[src/rtl/sobrepor_caixa_pkg.sv]
// sobrepor_caixa_pkg: shared widths, coordinate limits and FSM states
// for the bounding-box overlay and the pattern detector feeding it.
package sobrepor_caixa_pkg;

  localparam int CW   = 13;
  localparam int RGBW = 10;
  localparam int CNTW = 8;

  localparam int H_MAX_DEF = 800;
  localparam int V_MAX_DEF = 600;

  typedef enum logic [1:0] {
    IDLE = 2'd0,
    SHOW = 2'd1,
    HOLD = 2'd2
  } estado_t;

  typedef struct packed {
    logic [CW-1:0] x1;
    logic [CW-1:0] x2;
    logic [CW-1:0] y1;
    logic [CW-1:0] y2;
  } caixa_t;

endpackage

[src/rtl/sobrepor_caixa_teste_borda.sv]
// sobrepor_caixa_teste_borda: combinational border hit test.
// In: H_Cont/V_Cont, shadow box caixa. Out: hit when on a BORDA-wide edge.
module sobrepor_caixa_teste_borda
  import sobrepor_caixa_pkg::*;
#(
  parameter int BORDA = 2
) (
  input  logic [CW-1:0] H_Cont,
  input  logic [CW-1:0] V_Cont,
  input  caixa_t        caixa,
  output logic          hit
);

  localparam logic [CW-1:0] B = CW'(BORDA);

  logic          dentro;
  logic [CW-1:0] d_esq;
  logic [CW-1:0] d_dir;
  logic [CW-1:0] d_cim;
  logic [CW-1:0] d_bai;

  assign dentro = (H_Cont >= caixa.x1) && (H_Cont <= caixa.x2) &&
                  (V_Cont >= caixa.y1) && (V_Cont <= caixa.y2);

  // Only meaningful when dentro is set; gated below so wrap is harmless.
  assign d_esq = H_Cont - caixa.x1;
  assign d_dir = caixa.x2 - H_Cont;
  assign d_cim = V_Cont - caixa.y1;
  assign d_bai = caixa.y2 - V_Cont;

  assign hit = dentro &&
               ((d_esq < B) || (d_dir < B) ||
                (d_cim < B) || (d_bai < B));

endmodule

[src/rtl/sobrepor_caixa.sv]
// sobrepor_caixa: latches detector box at frame start, draws its border
// on the RGB stream (1-cycle latency), holds it PERSIST frames after loss.
module sobrepor_caixa
  import sobrepor_caixa_pkg::*;
#(
  parameter int              BORDA   = 2,
  parameter int              PERSIST = 15,
  parameter int              H_MAX   = H_MAX_DEF,
  parameter int              V_MAX   = V_MAX_DEF,
  parameter logic [RGBW-1:0] COR_R   = 10'h3FF,
  parameter logic [RGBW-1:0] COR_G   = 10'h000,
  parameter logic [RGBW-1:0] COR_B   = 10'h000
) (
  input  logic            Clk,
  input  logic            Rst,
  input  logic [CW-1:0]   H_Cont,
  input  logic [CW-1:0]   V_Cont,
  input  logic [CW-1:0]   x1,
  input  logic [CW-1:0]   x2,
  input  logic [CW-1:0]   y1,
  input  logic [CW-1:0]   y2,
  input  logic            ativo,
  input  logic [RGBW-1:0] iRed,
  input  logic [RGBW-1:0] iGreen,
  input  logic [RGBW-1:0] iBlue,
  output logic [RGBW-1:0] oRed,
  output logic [RGBW-1:0] oGreen,
  output logic [RGBW-1:0] oBlue,
  output logic            oDesenhando,
  output logic            oCaixaInvalida
);

  localparam logic [CW-1:0]   HM      = CW'(H_MAX);
  localparam logic [CW-1:0]   VM      = CW'(V_MAX);
  localparam logic [CW-1:0]   HLIM    = CW'(H_MAX - 1);
  localparam logic [CW-1:0]   VLIM    = CW'(V_MAX - 1);
  localparam logic [CNTW-1:0] CNT_INI = CNTW'(PERSIST - 1);

  logic          fs;
  logic          geo_ok;
  logic          valido;
  logic          hit;
  logic [CW-1:0] x2c;
  logic [CW-1:0] y2c;
  caixa_t        amostra;
  caixa_t        caixa;
  estado_t       estado;
  logic [CNTW-1:0] cnt;

  assign fs  = (H_Cont == '0) && (V_Cont == '0);
  assign x2c = (x2 > HLIM) ? HLIM : x2;
  assign y2c = (y2 > VLIM) ? VLIM : y2;

  assign geo_ok = (x1 < x2c) && (y1 < y2c) &&
                  (x1 < HM) && (y1 < VM);
  assign valido = ativo && geo_ok;
  assign amostra = {x1, x2c, y1, y2c};

  sobrepor_caixa_teste_borda #(
    .BORDA(BORDA)
  ) u_borda (
    .H_Cont(H_Cont),
    .V_Cont(V_Cont),
    .caixa (caixa),
    .hit   (hit)
  );

  always_ff @(posedge Clk or negedge Rst) begin
    if (!Rst) begin
      oRed           <= '0;
      oGreen         <= '0;
      oBlue          <= '0;
      oDesenhando    <= 1'b0;
      oCaixaInvalida <= 1'b0;
      caixa          <= '0;
      estado         <= IDLE;
      cnt            <= '0;
    end else begin
      oCaixaInvalida <= fs && ativo && !geo_ok;

      // Hit uses the shadow/state from before this edge, so the FS
      // pixel still sees the old box.
      if (hit && oDesenhando) begin
        oRed   <= COR_R;
        oGreen <= COR_G;
        oBlue  <= COR_B;
      end else begin
        oRed   <= iRed;
        oGreen <= iGreen;
        oBlue  <= iBlue;
      end

      if (fs) begin
        unique case (estado)
          IDLE: begin
            if (valido) begin
              caixa       <= amostra;
              estado      <= SHOW;
              oDesenhando <= 1'b1;
            end
          end
          SHOW: begin
            if (valido) begin
              caixa <= amostra;
            end else if (PERSIST == 0) begin
              estado      <= IDLE;
              oDesenhando <= 1'b0;
            end else begin
              estado <= HOLD;
              cnt    <= CNT_INI;
            end
          end
          HOLD: begin
            if (valido) begin
              caixa  <= amostra;
              estado <= SHOW;
            end else if (cnt == '0) begin
              estado      <= IDLE;
              oDesenhando <= 1'b0;
            end else begin
              cnt <= cnt - CNTW'(1);
            end
          end
          default: begin
            estado      <= IDLE;
            oDesenhando <= 1'b0;
          end
        endcase
      end
    end
  end

endmodule

[config.mk]
export PLATFORM = sky130hd
export DESIGN_NAME = sobrepor_caixa
export DESIGN_NICKNAME = d
export VERILOG_FILES = /design/src/rtl/sobrepor_caixa_pkg.sv /design/src/rtl/sobrepor_caixa_teste_borda.sv /design/src/rtl/sobrepor_caixa.sv
export SDC_FILE = /design/constraint.sdc
export NUM_CORES = 1
export LEC_CHECK = 0
export CAP_MARGIN = 25
export CORE_MARGIN = 2
export CORE_UTILIZATION = 50
export DETAILED_ROUTE_END_ITERATION = 8
export HOLD_SLACK_MARGIN = 0.12
export PLACE_DENSITY = 0.87
export SKIP_CTS_REPAIR_TIMING = 1
export SLEW_MARGIN = 20
export SYNTH_ARGS = -nofsm -noshare
export SYNTH_HDL_FRONTEND = slang
export SYNTH_SLANG_ARGS = --single-unit
export TNS_END_PERCENT = 5
[constraint.sdc]
create_clock -name Clk -period 6.6 [get_ports Clk]
set_input_delay 1.32 -clock Clk [delete_from_list [all_inputs] [get_ports Clk]]
set_output_delay 1.32 -clock Clk [all_outputs]
set_load 0.005 [all_outputs]
==> reports/qor.yml <==
cts-root-buf: "clkbuf_16"
rrSetupSlack_ns: 3.28
max_stage_delay_ns: 0.55
finalNetCount: 1151
synth_top_flop_cell: "dfrtp_1"
reg2reg_to: "oGreen[1]"
status: "completed"
clock_latency_ns: 0.36
multi_input_area_um2: 4510
cp.required_ns: 6.85
holdPathStages: 2
drt_iter0_drc: 482
final.setup.tns_ns: 0
ir_worst_vdd_uv: 122
num-fill-cells: 1142
holdWs_ns: 0.487
crit-reg2reg-launch: "caixa[30]"
crit_buf_inv: 2
grt_first_pass_wirelength_um: 32000
netlist_area_um2: 7270
finish.utilization_pct: 63.8
post_drt_wl_per_cell_um: 17.0
fp.dieW_um: 125
grt-ovfl-total: 0
period_share_pct: 74.1
io_pins: 143
cp_max_fo: 49
worstPathCellList: "clkdlybuf4s50_1 > o311ai_0 > nand2_1 > nor2_1 > ha_1 > and3_1 > a221oi_1 > o211ai_1 > o2bb2ai_1 > nor3_2 > nand4_4 > buf_4 > mux2_4"
p_leak_nw: 4.22
avgViaCountPerCell: 5.96
finalMaxSlewViolations: 0
ys_warn_count: 0
antenna_found_initial: 0
clock_path_buffers: 2
core_area_um2: 14400
fp.dieH_um: 125
reg2reg_depth: 9
critPathLaunchType: "input port"
hold_viol: 0
hold_class: "register to register"
critPathTopFamily: "simple AND/OR/NAND/NOR gates"
drv_cap: 0
port_buffers: 142
wirelength_um: 19500
rsz0062_at_grt: "no"
first_pass_iters: 5
fmax_mhz: 204
areaGrowthSynthToFinish_pct: 26.1
clk_pin_slew_ns: 0.07
cts-buffers-inserted: 9
synthArstFlopShare_pct: 100
cts.htree.levels: 3
startpoint: "x2[5]"
place_congestion: 0.915
hold-path-endpoint: "caixa[31]"
grt_max_degree: 50
rows: 44
worst-setup-path-type: "input port to register"
die_area_um2: 15500
worst_pin_slew_ns: 0.955
vias: 6832
synthDistinctLibCells: 71
drc: 0
ys_seq_area_share_pct: 32.4
drive_above_1_share_pct: 5.92
regArea_um2: 2350
hp-start: "caixa[31]"
grt_use_total_pct: 25.1
synth.avg_cell_area_um2: 8.85
synth_edf_count: 0
fin_worst_skew_ns: 0.00786
ys_seq_elements: 94
antenna_cells: 0
clock_sinks: 94
pwr_density_cell_nw_per_um2: 152
postSynthCellCount: 821
dp_hpwl_um: 15200
start_util_pct: 50.6
ant_nets: 0
fin_crit_ns: 4.89
grt_pass1_vias: 6611
maxSlewHeadroom_pct: 36.3
setup_viol_count_final: 0
crit_slowest_cell: "o311ai_0"
worstPathArrival_ns: 5.14
critPathCaptureType: "register"
cts_tree: "built"
## logic make-up (layout without fill, tap and decap cells)
family	Yosys count	count (layout)	share of synthesized area (%)
AO/OA/AOI/OAI	218	218	20.7
flip-flops	94	94	32.4
multiplexers	26	26	4.89
AND/OR/NAND/NOR	273	273	19.4
XOR/XNOR	17	17	2.05
adder cells (fa/ha/maj)	82	82	14.5
buffers and inverters	110	247	6.01
other	1	6	0.0516
## cells in the final DEF, fill, tap and decap left out, types with 9 or more instances in the layout
master and count:
dfrtp_1 94, and2_1 14, nor2_1 55, clkdlybuf4s50_1 141, a21oi_1 44, nand2b_1 9
clkbuf_16 9, nand2_1 60, mux2_4 18, a2bb2oi_1 10, nor3_1 19, xnor2_1 9
inv_1 83, nor3b_1 9, nor4_1 15, nand3_1 38, a21o_1 15, o2bb2ai_1 21
nand4_1 17, nor2b_1 13, o21ai_0 46, ha_1 78
## cells in the mapped netlist (all sizes together), types with 18 or more instances
library cell | n | share of area [%]
o21ai | 48 | 3.3
nand3 | 38 | 2.6
mux2 | 22 | 4.3
inv | 83 | 4.3
a21oi | 45 | 3.2
o2bb2ai | 21 | 2.5
nor3 | 20 | 1.4
clkbuf | 19 | 0.98
nor2 | 55 | 2.8
ha | 78 | 13
dfrtp | 94 | 32
nand2 | 60 | 3.1
nand4 | 18 | 1.8
## per-stage QoR
step	area, µm²	instances	worst slack, ns	power [mW]
finish	9170	1147	1.71	1.39
detailed placement	8870	1131	1.35	0.862
CTS	9170	1147	1.74	1.39
global placement	8870	1131	1.56	0.856
floorplan	7290	826	2.45	0.722
global route	9170	1147	1.44	1.44
## area by class of cell
| type | instances | area share [%] |
|---|---|---|
| Inverter | 83 | 3.40 |
| Tap cell | 184 | 2.51 |
| Sequential cell | 94 | 25.7 |
| Clock buffer | 9 | 2.46 |
| Multi-Input combinational cell | 622 | 49.2 |
| Clock inverter | 7 | 0.805 |
| Timing Repair Buffer | 148 | 16.0 |
## registers in the layout, summed over array words and instances, names as in the netlist
register,flops
cnt,8
oGreen,10
oBlue,10
oRed,10
caixa,52
estado,2
oDesenhando,1
oCaixaInvalida,1
## where the power goes
group | leakage [nW] | switching [mW] | internal (mW)
combinational | 2.87 | 0.128 | 0.140
sequential | 1.20 | 0.00239 | 0.585
clock | 0.147 | 0.266 | 0.269
total | 4.22 | 0.396 | 0.993
## tightest hold or removal path, stage by stage (launching register included)
cell and delay, ns:
dfrtp_1 0.35, nand2_1 0.05, o21ai_0 0.06
## per-layer routing
metal	part of all wire, %	routed length, µm	global-route usage (%)	vias to the layer above
li1	-	-	-	3279
met1	44	8560	33.6	3262
met2	48	9370	41.5	238
met3	5.0	981	3.74	53
met4	2.9	568	9.32	0
met5	0	0	0	-
## how the worst max path moves through the flow
stage,end,slack [ns],cells past startpoint
floorplan,caixa[15],2.45,12
global placement,caixa[17],1.56,13
detailed placement,caixa[2],1.35,13
CTS,caixa[5],1.74,13
global route,caixa[9],1.44,13
finish,caixa[18],1.71,13
(Power assumes the default switching activity.)
